## src/rtl/microwave_timer_ctrl_if.sv

```systemverilog
// Signal bundle between the keypad/door front-end, the countdown sequencer
// and the 7-segment display path.
interface microwave_timer_ctrl_if;
  logic       key_valid;
  logic [3:0] key_digit;
  logic       start;
  logic       stop;
  logic       door_closed;
  logic [3:0] sec_ones;
  logic [3:0] sec_tens;
  logic [3:0] min_ones;
  logic       mag_on;
  logic       done;
  logic [1:0] state;

  // Front-end side: drives requests, observes time and status.
  modport master (
    output key_valid, key_digit, start, stop, door_closed,
    input  sec_ones, sec_tens, min_ones, mag_on, done, state
  );

  // Sequencer side.
  modport slave (
    input  key_valid, key_digit, start, stop, door_closed,
    output sec_ones, sec_tens, min_ones, mag_on, done, state
  );
endinterface

```

## src/rtl/microwave_timer_ctrl.sv

```systemverilog
// Microwave m:ss countdown sequencer: BCD keypad entry, mod-10/6/10 borrow
// cascade at one step per prescaled second, and start/pause/stop sequencing
// of the magnetron enable and done flag. All outputs are registered.
module microwave_timer_ctrl #(
  parameter int TICKS_PER_SEC = 10
) (
  input  logic                  clk,
  input  logic                  clear,
  microwave_timer_ctrl_if.slave bus
);

  localparam int PW = (TICKS_PER_SEC > 1) ? $clog2(TICKS_PER_SEC) : 1;
  localparam logic [PW-1:0] PRESC_LAST = PW'(TICKS_PER_SEC - 1);

  typedef enum logic [1:0] {
    S_IDLE  = 2'd0,
    S_RUN   = 2'd1,
    S_PAUSE = 2'd2,
    S_DONE  = 2'd3
  } state_t;

  state_t        r_state, w_state_nxt;
  logic [3:0]    r_sec_ones, r_sec_tens, r_min_ones;
  logic [3:0]    w_sec_ones_nxt, w_sec_tens_nxt, w_min_ones_nxt;
  logic [PW-1:0] r_presc, w_presc_nxt;
  logic          r_mag_on, r_done, w_mag_on_nxt, w_done_nxt;

  logic w_t_zero;
  logic w_last_sec;
  logic w_key_ok;
  logic w_run_hold;
  logic w_wrap;

  assign w_t_zero   = (r_sec_ones == 4'd0) && (r_sec_tens == 4'd0) && (r_min_ones == 4'd0);
  // The next tick would land on 0:00.
  assign w_last_sec = (r_sec_ones == 4'd1) && (r_sec_tens == 4'd0) && (r_min_ones == 4'd0);
  // A key is accepted only if the outgoing sec_ones is a legal tens digit.
  assign w_key_ok   = bus.key_valid && (bus.key_digit <= 4'd9) && (r_sec_ones <= 4'd5);
  assign w_run_hold = bus.stop || !bus.door_closed;
  assign w_wrap     = (r_presc == PRESC_LAST);

  // State register.
  always_ff @(posedge clk) begin
    if (clear) r_state <= S_IDLE;
    else       r_state <= w_state_nxt;
  end

  // Next-state decode; stop outranks door, door outranks start.
  always_comb begin
    w_state_nxt = r_state;
    case (r_state)
      S_IDLE: begin
        if (!bus.stop && bus.start && bus.door_closed && !w_t_zero) w_state_nxt = S_RUN;
      end
      S_RUN: begin
        if (w_run_hold)               w_state_nxt = S_PAUSE;
        else if (w_wrap && w_last_sec) w_state_nxt = S_DONE;
      end
      S_PAUSE: begin
        if (bus.stop)                            w_state_nxt = S_IDLE;
        else if (bus.start && bus.door_closed)   w_state_nxt = S_RUN;
      end
      S_DONE: begin
        if (bus.start || bus.stop || bus.key_valid) w_state_nxt = S_IDLE;
      end
      default: w_state_nxt = S_IDLE;
    endcase
  end

  // Digit and prescaler next values: key shift, borrow cascade, clears.
  always_comb begin
    w_sec_ones_nxt = r_sec_ones;
    w_sec_tens_nxt = r_sec_tens;
    w_min_ones_nxt = r_min_ones;
    w_presc_nxt    = r_presc;
    case (r_state)
      S_IDLE: begin
        if (bus.stop) begin
          w_sec_ones_nxt = 4'd0;
          w_sec_tens_nxt = 4'd0;
          w_min_ones_nxt = 4'd0;
        end else if (bus.start) begin
          // Start claims the cycle; a coincident key is dropped.
          if (w_state_nxt == S_RUN) w_presc_nxt = '0;
        end else if (w_key_ok) begin
          w_min_ones_nxt = r_sec_tens;
          w_sec_tens_nxt = r_sec_ones;
          w_sec_ones_nxt = bus.key_digit;
        end
      end
      S_RUN: begin
        // A pause freezes the prescaler, so an in-flight tick is deferred.
        if (!w_run_hold) begin
          if (w_wrap) begin
            w_presc_nxt = '0;
            if (r_sec_ones != 4'd0) begin
              w_sec_ones_nxt = r_sec_ones - 4'd1;
            end else begin
              w_sec_ones_nxt = 4'd9;
              if (r_sec_tens != 4'd0) begin
                w_sec_tens_nxt = r_sec_tens - 4'd1;
              end else begin
                w_sec_tens_nxt = 4'd5;
                w_min_ones_nxt = r_min_ones - 4'd1;
              end
            end
          end else begin
            w_presc_nxt = r_presc + 1'b1;
          end
        end
      end
      S_PAUSE: begin
        if (bus.stop) begin
          w_sec_ones_nxt = 4'd0;
          w_sec_tens_nxt = 4'd0;
          w_min_ones_nxt = 4'd0;
          w_presc_nxt    = '0;
        end
      end
      default: ;
    endcase
  end

  // Output decode from the next state so status flags align with the state.
  always_comb begin
    w_mag_on_nxt = (w_state_nxt == S_RUN);
    w_done_nxt   = (w_state_nxt == S_DONE);
  end

  // Datapath and output registers.
  always_ff @(posedge clk) begin
    if (clear) begin
      r_sec_ones <= 4'd0;
      r_sec_tens <= 4'd0;
      r_min_ones <= 4'd0;
      r_presc    <= '0;
      r_mag_on   <= 1'b0;
      r_done     <= 1'b0;
    end else begin
      r_sec_ones <= w_sec_ones_nxt;
      r_sec_tens <= w_sec_tens_nxt;
      r_min_ones <= w_min_ones_nxt;
      r_presc    <= w_presc_nxt;
      r_mag_on   <= w_mag_on_nxt;
      r_done     <= w_done_nxt;
    end
  end

  assign bus.sec_ones = r_sec_ones;
  assign bus.sec_tens = r_sec_tens;
  assign bus.min_ones = r_min_ones;
  assign bus.mag_on   = r_mag_on;
  assign bus.done     = r_done;
  assign bus.state    = r_state;

endmodule
```

## src/flat_wrapper.sv

```systemverilog
// flat-port wrapper written by rule: the top's interface ports become plain ports
module microwave_timer_ctrl_flat 
#(
  parameter int TICKS_PER_SEC = 10
)
  (clk, clear, bus_key_valid, bus_key_digit, bus_start, bus_stop, bus_door_closed, bus_sec_ones, bus_sec_tens, bus_min_ones, bus_mag_on, bus_done, bus_state);
  microwave_timer_ctrl_if bus_i ();
  input  logic clk;
  input  logic clear;
  input wire logic [$bits(bus_i.key_valid)-1:0] bus_key_valid;
  input wire logic [$bits(bus_i.key_digit)-1:0] bus_key_digit;
  input wire logic [$bits(bus_i.start)-1:0] bus_start;
  input wire logic [$bits(bus_i.stop)-1:0] bus_stop;
  input wire logic [$bits(bus_i.door_closed)-1:0] bus_door_closed;
  output wire logic [$bits(bus_i.sec_ones)-1:0] bus_sec_ones;
  output wire logic [$bits(bus_i.sec_tens)-1:0] bus_sec_tens;
  output wire logic [$bits(bus_i.min_ones)-1:0] bus_min_ones;
  output wire logic [$bits(bus_i.mag_on)-1:0] bus_mag_on;
  output wire logic [$bits(bus_i.done)-1:0] bus_done;
  output wire logic [$bits(bus_i.state)-1:0] bus_state;
  assign bus_i.key_valid = bus_key_valid;
  assign bus_i.key_digit = bus_key_digit;
  assign bus_i.start = bus_start;
  assign bus_i.stop = bus_stop;
  assign bus_i.door_closed = bus_door_closed;
  assign bus_sec_ones = bus_i.sec_ones;
  assign bus_sec_tens = bus_i.sec_tens;
  assign bus_min_ones = bus_i.min_ones;
  assign bus_mag_on = bus_i.mag_on;
  assign bus_done = bus_i.done;
  assign bus_state = bus_i.state;
  microwave_timer_ctrl #(.TICKS_PER_SEC(TICKS_PER_SEC)) u_core (.clk(clk), .clear(clear), .bus(bus_i));
endmodule
```

## config.mk

```make
export PLATFORM = sky130hd
export DESIGN_NAME = microwave_timer_ctrl_flat
export DESIGN_NICKNAME = d
export VERILOG_FILES = /design/src/rtl/microwave_timer_ctrl_if.sv /design/src/rtl/microwave_timer_ctrl.sv /design/src/flat_wrapper.sv
export SDC_FILE = /design/constraint.sdc
export NUM_CORES = 1
export LEC_CHECK = 0
export CORE_MARGIN = 3
export CORE_UTILIZATION = 52
export DETAILED_ROUTE_END_ITERATION = 8
export GPL_TIMING_DRIVEN = 0
export PLACE_DENSITY = 0.84
export SETUP_SLACK_MARGIN = 0.2
export SLEW_MARGIN = 20
export SYNTH_ARGS = -nofsm -noshare
export SYNTH_HDL_FRONTEND = slang
export SYNTH_SLANG_ARGS = --single-unit
```

## constraint.sdc

```tcl
create_clock -name clk -period 2.5 [get_ports clk]
set_input_delay 0.25 -clock clk [delete_from_list [all_inputs] [get_ports clk]]
set_output_delay 0.25 -clock clk [all_outputs]
set_load 0.01 [all_outputs]
```

# Word-level counts from Yosys, hierarchy flattened
# Cells that the tools add are included.
[classes] addsub=4 magnitude_cmp=2 n_eq_ne=17 mux=37 reduce_logical=28
[ops] op="4-bit two-way mux" count=26
[ops] op="4-bit case mux with 3 select lines" count=4
[ops] op="4-bit logical NOT" count=3
[ops] op="2-bit two-way mux" count=6
[ops] op="2-bit inequality test (second input constant)" count=6
[ops] op="6-bit AND reduction" count=2
[ops] op="4-bit by 1-bit subtractor with 4-bit output (second input constant)" count=3
[ops] op="1-bit logical AND" count=11
[ops] op="2-bit case mux with 4 select lines" count=1
[ops] op="8-bit AND reduction" count=1
[ops] op="4-bit nonzero test" count=2
[ops] op="7-bit AND reduction" count=1
[ops] op="2-bit == test (second input constant)" count=3
[ops] op="4-bit by 1-bit adder with 4-bit output (second input constant)" count=1
[ops] op="2-bit by 1-bit == test with 1-bit output (second input constant)" count=2
[ops] op="4-bit by 1-bit == test with 1-bit output (second input constant)" count=1
[ops] op="4-bit == test (second input constant)" count=1
[ops] op="4-bit by 3-bit <= comparator with 1-bit output (second input constant)" count=1
[ops] op="4-bit <= comparator (second input constant)" count=1
[ops] op="2-bit by 1-bit inequality test with 1-bit output (second input constant)" count=2
[ops] op="1-bit logical NOT" count=3
[ops] op="1-bit logical OR" count=3
[ops] op="3-bit by 2-bit inequality test with 1-bit output (second input constant)" count=1
[ops] op="3-bit inequality test (second input constant)" count=1
[ops] op="2 further kinds" count=2
[word_totals] register_bits=20 output_inout_bits=16 wordCells=95

# Longest topological paths before layout
# Gate-level depths: netlist (run 1).
[logic_depth] word_depth=12 mapped_depth=9 mapped_depth_nobuf=8

# Worst setup path before layout (run 1)
# No wires, ideal clock.
[synth_path] kind="reg2reg" startpoint="reg u_core.r_sec_ones[0], in the netlist u_core.bus.sec_ones[0]" endpoint="reg u_core.r_presc[2]" setup_time_ns=0.119 arrival_time_ns=2.169 t_required_ns=2.381 slack_ns=0.212 path_stages_with_launch=9 path_buffers=0 period_less_slack_ns=2.288 cell_sequence="dfxtp_1 -> inv_1 -> ha_1 -> nor3b_2 -> a311oi_1 -> o21ai_1 -> a2111oi_4 -> o41ai_1 -> o21bai_1"
[synth_via] elab_chain_cells=10 word_cells_on_any_way=16 classes_between="eq/ne (3); mux (4); reduce/logical (9)"
[synth_lines] item="start: declaration" line_no="microwave_timer_ctrl.sv:23" source="logic [3:0] r_sec_ones, r_sec_tens, r_min_ones;"
[synth_lines] item="start signal: assignment" line_no="microwave_timer_ctrl.sv:140" source="r_sec_ones <= w_sec_ones_nxt;"
[synth_lines] item="4-bit by 1-bit == test with 1-bit output or 4-bit logical NOT (tied branches)" line_no="microwave_timer_ctrl.sv:36, microwave_timer_ctrl.sv:34"
[synth_lines] item="1-bit logical AND, on equally long branches (2 in series)" line_no="microwave_timer_ctrl.sv:36, microwave_timer_ctrl.sv:34"
[synth_lines] item="1-bit logical AND or 1-bit logical NOT (tied branches)" line_no="microwave_timer_ctrl.sv:57, microwave_timer_ctrl.sv:53"
[synth_lines] item="2-bit two-way mux or 1-bit logical AND (tied branches)" line_no="microwave_timer_ctrl.sv:57, microwave_timer_ctrl.sv:53"
[synth_lines] item="2-bit two-way mux, on equally long branches" line_no="microwave_timer_ctrl.sv:56, microwave_timer_ctrl.sv:53"
[synth_lines] item="2-bit case mux with 4 select lines *" line_no="microwave_timer_ctrl.sv:51" source="case (r_state)"
[synth_lines] item="2-bit by 1-bit == test with 1-bit output *" line_no="microwave_timer_ctrl.sv:84" source="if (w_state_nxt == S_RUN) w_presc_nxt = '0;"
[synth_lines] item="2-bit by 1-bit inequality test with 1-bit output (no source line) *"
[synth_lines] item="6-bit AND reduction (no source line) *"
[synth_lines] item="end signal: assignment" line_no="microwave_timer_ctrl.sv:143" source="r_presc <= w_presc_nxt;"
[synth_lines] item="end: declaration" line_no="microwave_timer_ctrl.sv:25" source="logic [PW-1:0] r_presc, w_presc_nxt;"
# Every way passes the cells marked *; elsewhere a longest branch is shown, timed or not.
# A chain may end at the register's enable or synchronous reset.

# Worst setup path after layout (run 1)
[layout_path] startpoint="reg u_core.r_state[1], in the netlist u_core.bus.state[1]" endpoint="reg u_core.r_min_ones[2], in the netlist u_core.bus.min_ones[2]"
[layout_via] elab_chain_cells=3 word_cells_on_any_way=13 classes_between="eq/ne (9); mux (1); reduce/logical (3)"
[layout_lines] item="start: declaration" line_no="microwave_timer_ctrl.sv:22" source="state_t r_state, w_state_nxt;"
[layout_lines] item="start signal: assignment" line_no="microwave_timer_ctrl.sv:45" source="else r_state <= w_state_nxt;"
[layout_lines] item="2-bit by 1-bit == test with 1-bit output, or another cell as far along" line_no="microwave_timer_ctrl.sv:76" source="case (r_state)"
[layout_lines] item="2-bit by 1-bit inequality test with 1-bit output (no source line), or another cell as far along"
[layout_lines] item="8-bit AND reduction (no source line)"
[layout_lines] item="end signal: assignment" line_no="microwave_timer_ctrl.sv:142" source="r_min_ones <= w_min_ones_nxt;"
[layout_lines] item="end: declaration" line_no="microwave_timer_ctrl.sv:23"
# Several ways; a longest one is shown, not always the timed one.

==> results.md, run 1 <==
- Maximum number of pins on one net before global-route repair: 12
- Yosys cell types: between 40 and 50
- # port buffers: 25
- Fill cells: approximately 180
- Global-route wire length before repair: 6065 um
- Final WL: roughly 4000 um
- Area after DPL: between 1500 and 2000 um^2
- Final setup vio count: 0
- Pre-antenna DRT Iters: 4
- Vias in the first global route: around 1,400
- Worst-path fanout max: 7
- Antenna fix cells: 0
- Inst Count DP: approximately 230
- Maximum vdd drop: 1098 uV
- Count of pins over their slew limit: 0
- CTS Buf Count: 3
- Setup_tns: 0 ns
- Post-synth EDFFs: 0
- Worst-path clk slew: around 0.13 ns
- Leak: ~0.73 nW
- CTS root buf: clkbuf_4
- Multiplexer share of the synthesized area: between 2 and 3%
- Unrepaired setup endpoints after global routing: no
- Adder-cell share of the synthesized area: approximately 9%
- YS warnings: 0
- Fraction of registers with async set/reset: 0%
- Synth top area share: 28.02%
- Power Density: around 1300 nW/um^2
- FP Rows: 18
- CP Launch Type: flip-flop
- Top_reg_cell synth: dfxtp_1
- Largest area contributor in the netlist: dfxtp_1
- Fin cells: 240
- Initial antenna violation count: 0
- DR DRC count: 0
- DR WL/cell: 16.63 um
- CP Class: flip-flop to flip-flop
- Hold Path Class: flip-flop to flip-flop
- WP data arrival: between 2 and 3 ns
- Overall routing resource usage: between 20% and 30%
- Post-synthesis register bit count: 20
- Starting density of the core: between 50% and 60%
- Synth Area in XOR/XNOR: around 1.2%
- Run status: completed
- Final Cycle Share: around nine tenths
- Cts hold-fix bufs: 0
- Most common cell after layout, fill and taps aside: clkdlybuf4s50_1
- Layout cells sized above 1: around 22%
- Setup Skew: slightly above 0.008 ns
- Vias: between 1,000 and 1,500
- CP endpoint kind: flip-flop
- Starting DRT DRC Count: 115
- Mapped Area: 1429 um^2
- Syn_area_per_cell: ~8.3 um^2
- Synth area leaders: dfxtp_1 28%, ha_1 8.8%, a211oi_1 5.8%
- Final hold vios: 0
- Sequential area share after synthesis: 28.02%
- Area Overhead vs Synth: 35.73%
- Tightest Pin Transition: approximately 0.53 ns
- DRT antenna net count: 0
- Design Area, Final: 1939 um^2
- Min Tclk post-route: ~2.3 ns
- Slew HR: between 60% and 70%
- Cells after Synth: between 150 and 200
- Clock Latency Late Sink: 0.32 ns
- CTS tree: yes
- Vias/cell: about 6.2
- Syn_nets: roughly 190
- Die ar.: around 3400 um^2
- Most frequent cells in the layout: 25 x clkdlybuf4s50_1, 16 x nor2_1, 15 x dfxtp_1
- Routability cong.: 0.8379
- Clock H-tree levels: 1
- CORE AREA: 2545 um^2
- Bufs on Longest Clock Path: 2
- DIE HEIGHT: about 58 um
- Final core occ: 76.20%
- Clk sinks: 20
- Synth Area in Simple Gates: around a quarter
- Synth Area in Compound Gates: roughly a quarter
- Largest family of logic cells by synthesized area: compound AO/OA/AOI/OAI gates
- Achievable Freq: between 0.4 and 0.5 GHz
- Dpl hpwl: approximately 2600 um
- WP data required: around 2.7 ns
- Congestion Overflow GR: 0
- Die Wd: ~58 um
- I/O pin count: 26
- Maxcap violations: 0
- Fin nets: between 200 and 250
through the flow:
| step | setup slack (ns) | power, mW | hold WS [ns] |
|---|---|---|---|
| finish | 0.2043 | 2.445 | 0.5318 |
| global route | 0.1465 | 2.611 | 0.5700 |
| CTS | 0.2011 | 2.157 | 0.5293 |
| detailed placement | -0.02769 | 1.885 | 0.5112 |
| global placement | 0.03867 | 1.838 | 0.4942 |
| floorplan | 0.2121 | 1.508 | 0.4374 |
registers in the layout (all words and copies together), names as in the netlist:
register             cells
u_core.bus.sec_tens      4
u_core.bus.min_ones      4
u_core.bus.sec_ones      4
u_core.bus.state         2
u_core.bus.done          1
u_core.r_presc           4
u_core.bus.mag_on        1
synthesized netlist by cell type, drive strengths merged (3+ instances only):
library cell and n:
inv 15, nor3 8, or2 3, nor2 16, clkbuf 6, a21oi 8
o41ai 3, o21ai 12, dfxtp 20, mux2i 4, or3 3, nor3b 7
ha 10, nand2 10, a211oi 11
what timing repair did:
action | in CTS | in global routing
endpoints found under the setup margin | 12 | 12
buffers inserted | 1 | 8
pin swaps | 1 | 10
resized for setup | 12 | 20
cell families (layout without fill, tap and decap cells):
logic type | Yosys count | after routing
buf+inv | 23 | 61
compound gates | 51 | 51
simple gates | 62 | 62
flops | 20 | 20
mux | 4 | 4
fa+ha+maj | 10 | 10
xor+xnor | 2 | 2
final timing paths:
check | startpoint | endpoint | slack (ns) | cells after the start
setup reg to reg | u_core.bus.state[1] | u_core.bus.min_ones[2] | 0.20 | 9
hold / removal | u_core.bus.min_ones[1] | u_core.bus.min_ones[1] | 0.53 | 2
setup / recovery | u_core.bus.state[1] | u_core.bus.min_ones[2] | 0.20 | 9
hold reg to reg | u_core.bus.min_ones[1] | u_core.bus.min_ones[1] | 0.53 | 2
worst max-delay path, cell delays in order (launching register included):
cell     delay (ns)
dfxtp_4        0.39
buf_4          0.14
ha_1           0.18
nor2b_2        0.16
a211o_1        0.33
a311o_1        0.30
buf_6          0.13
a21o_4         0.21
o21ai_0        0.24
a21oi_1        0.10
power by group:
group	leakage, nW	switching, mW	total [mW]	internal (mW)
registers	0.166	0.0992	0.515	0.416
clock network	0.0210	0.113	0.202	0.0891
logic	0.539	0.889	1.73	0.839
total	0.725	1.10	2.45	1.34
layer usage:
layer	up-vias	global-route usage [%]	wire length [um]
met3	9	2.632	196
met5	-	0	0
li1	707	-	-
met1	711	28.25	1792
met4	0	11.92	87
met2	61	37.64	1916
area by class of cell:
type / count / area, um^2 / share of cell area, %
tap: 30 / 37.54 / 1.935
sequential: 20 / 411.6 / 21.23
multi-input combinational: 129 / 1036 / 53.42
buffer: 8 / 43.79 / 2.258
inverter: 15 / 56.30 / 2.903
clock buffer: 4 / 36.28 / 1.871
timing repair buffer: 34 / 317.8 / 16.39
(Power assumes the default switching activity.)
==> run 2, diff against run 1 <==
--- a/config.mk
+++ b/config.mk
@@ -5,6 +5,7 @@
 export SDC_FILE = /design/constraint.sdc
 export NUM_CORES = 1
 export LEC_CHECK = 0
+export CORE_ASPECT_RATIO = 1.25
 export CORE_MARGIN = 3
 export CORE_UTILIZATION = 52
 export DETAILED_ROUTE_END_ITERATION = 8
==> run 2 against run 1 <==
  * Critical path depth did not move
  * First-iteration DRC count fell by 63%
  * Combinational power up 3%
  * Critical endpoint is now u_core.r_presc[2]
  * Largest cell class unchanged
==> results.md, run 2 (synthesis gave the netlist of run 1 again) <==
- I/O pin count: 26 (unchanged)
- Power Density: 1260 nW/um^2 (was 1261 nW/um^2)
- Vias/cell: 5.927 (was 6.200)
- Clock H-tree levels: 1 (unchanged)
- Fin nets: 235 (was 231)
- Tightest Pin Transition: 0.5485 ns (was 0.5321 ns)
- Final WL: 3927 um (was 3992 um)
- Achievable Freq: 0.4339 GHz (was 0.4356 GHz)
- Most common cell after layout, fill and taps aside: clkdlybuf4s50_1 (unchanged)
- Crit path largest cell delay: 0.41 ns (was 0.39 ns)
- CORE AREA: 2527 um^2 (was 2545 um^2)
- Design Area, Final: 1944 um^2 (was 1939 um^2)
- Setup Skew: 0.009413 ns (was 0.008216 ns)
- Min Tclk post-route: 2.305 ns (was 2.296 ns)
- Leak: 0.7341 nW (was 0.7253 nW)
- Final setup vio count: 0 (unchanged)
- CP Class: flip-flop to flip-flop (unchanged)
- Vias in the first global route: 1,420 (was 1,416)
- Reg2reg setup slack: 0.20 ns (about the same)
- DRT antenna net count: 0 (unchanged)
- Area Overhead vs Synth: 36.08% (was 35.73%)
- Maximum vdd drop: 884.7 uV (was 1098 uV)
- Pre-antenna DRT Iters: 4 (unchanged)
- # port buffers: 25 (unchanged)
- Clk sinks: 20 (unchanged)
- DIE HEIGHT: 64.61 um (was 58.42 um)
- Dpl hpwl: 2667 um (was 2593 um)
- DR DRC count: 0 (unchanged)
- DR WL/cell: 15.96 um (was 16.63 um)
- Cts hold-fix bufs: 0 (unchanged)
- Slew HR: 63.43% (was 64.53%)
- Worst-path fanout max: 6 (was 7)
- Die Wd: 52.89 um (was 58.42 um)
- Final hold vios: 0 (unchanged)
- Worst path buffer plus inverter count: 2 (unchanged)
- Reg2reg path depth: 9 (unchanged)
- Hold Path Class: flip-flop to flip-flop (unchanged)
- Bufs on Longest Clock Path: 2 (unchanged)
- Die ar.: 3417 um^2 (was 3413 um^2)
- Pwr Total: 2.450 mW (was 2.445 mW)
- WP data arrival: 2.51 ns (was 2.50 ns)
- CP endpoint kind: flip-flop (unchanged)
- Run status: completed (unchanged)
- CTS tree: yes (unchanged)
- Global-route wire length before repair: 6065 um (unchanged)
- Hold Path Stages: 2 (unchanged)
- WP data required: 2.70 ns (about the same)
- Worst-path clk slew: 0.12 ns (was 0.13 ns)
- Fill cells: 169 (was 182)
- Starting density of the core: 56.53% (was 56.15%)
- Starting DRT DRC Count: 42 (was 115)
- FP Rows: 20 (was 18)
- Crit path max-delay family: compound AO/OA/AOI/OAI gates (unchanged)
- Congestion Overflow GR: 0 (unchanged)
- CTS Buf Count: 3 (unchanged)
- Antenna fix cells: 0 (unchanged)
- Maximum number of pins on one net before global-route repair: 11 (was 12)
- Final Cycle Share: 92.19% (was 91.83%)
- Maxcap violations: 0 (unchanged)
- Vias: 1,458 (was 1,488)
- CP max-delay cell: a2111oi_4 (was dfxtp_4)
- Routability cong.: 0.9358 (was 0.8379)
- Count of pins over their slew limit: 0 (unchanged)
- Overall routing resource usage: 22.93% (was 22.55%)
- CP Launch Type: flip-flop (unchanged)
- Hold EP: u_core.r_presc[3] (was u_core.bus.min_ones[1])
- Clock Latency Late Sink: 0.31 ns (was 0.32 ns)
- R2R Path End: u_core.r_presc[2] (was u_core.bus.min_ones[2])
- Hold Path Origin: u_core.r_presc[1] (was u_core.bus.min_ones[1])
- Initial antenna violation count: 0 (unchanged)
- Critical path, cell by cell: buf_4, ha_1, nor4b_1, o211ai_1, nand4b_1, a2111oi_4, buf_4, o41ai_1, o21bai_1 (was buf_4, ha_1, nor2b_2, a211o_1, a311o_1, buf_6, a21o_4, o21ai_0, a21oi_1)
- CTS root buf: clkbuf_4 (unchanged)
- Most frequent cells in the layout: 25 x clkdlybuf4s50_1, 16 x nor2_1, 13 x inv_1, 13 x buf_4, 13 x dfxtp_1 (was 25 x clkdlybuf4s50_1, 16 x nor2_1, 15 x dfxtp_1)
- Critical Path Most Common Cell: buf_4
- R2r startpoint: u_core.bus.state[0] (was u_core.bus.state[1])
- Unrepaired setup endpoints after global routing: yes (was no)
- Area after DPL: 1720 um^2 (was 1717 um^2)
- Layout cells sized above 1: 24.88% (was 22.38%)
[run 2: power breakdown]
part           total, mW  switching (mW)  leakage, nW  internal (mW)
clock              0.161           0.105       0.0138         0.0564
combinational       1.78           0.884        0.554          0.895
sequential         0.509          0.0912        0.166          0.418
total               2.45            1.08        0.734           1.37
[run 2: worst max path at each step]
stage                     cells after the start  slack, ns                    from                end
final                                         9       0.20     u_core.bus.state[0]  u_core.r_presc[2]
after global placement                        7       0.05                bus_stop  u_core.r_presc[2]
after floorplan                               8       0.21  u_core.bus.sec_ones[0]  u_core.r_presc[2]
after global routing                          9       0.13     u_core.bus.state[0]  u_core.r_presc[2]
after CTS                                     9       0.20  u_core.bus.sec_ones[1]  u_core.r_presc[2]
after detailed placement                      7      -0.08                bus_stop  u_core.r_presc[2]
[run 2: routing by layer]
layer / global-route usage, % / up-vias / wire (um)
met1: 26.85 / 695 / 1658
li1: - / 719 / -
met3: 3.908 / 4 / 116
met5: 0 / - / 0
met4: 7.987 / 0 / 40
met2: 40.68 / 40 / 2111
[run 2: layout make-up]
| cell class | count | area (um^2) | area share (%) |
|---|---|---|---|
| Buffer | 8 | 50.05 | 2.574 |
| Multi-Input combinational cell | 129 | 1012 | 52.06 |
| Tap cell | 33 | 41.29 | 2.124 |
| Timing Repair Buffer | 38 | 347.8 | 17.89 |
| Inverter | 15 | 56.30 | 2.896 |
| Clock buffer | 3 | 22.52 | 1.158 |
| Sequential cell | 20 | 414.1 | 21.30 |
[run 2: what timing repair did]
item / in CTS / in global routing
setup buffers: 1 / 12
resized for setup: 13 / 18
pin swaps: 2 / 10
endpoints found under the setup margin: 12 / 12
gates cloned: 0 / 0
[run 2: through the flow]
| stage | utilization (%) | setup TNS [ns] | instances | worst slack [ns] | hold slack, ns |
|---|---|---|---|---|---|
| after CTS | 71.24 | 0 | 234 | 0.2012 | 0.5404 |
| after detailed placement | 68.07 | -0.1091 | 230 | -0.07563 | 0.5189 |
| after global placement | 68.07 | 0 | 230 | 0.04682 | 0.5018 |
| final | 76.93 | 0 | 246 | 0.1954 | 0.5343 |
| after floorplan | - | 0 | 172 | 0.2121 | 0.4374 |
| after global routing | 76.93 | 0 | 246 | 0.1273 | 0.5663 |
[run 2: tightest hold or removal path: cells and delay by family, from the launching register on]
| family | cells | cell delay [ns] |
|---|---|---|
| compound gates | 1 | 0.06 |
| flops | 1 | 0.35 |
| simple gates | 1 | 0.09 |
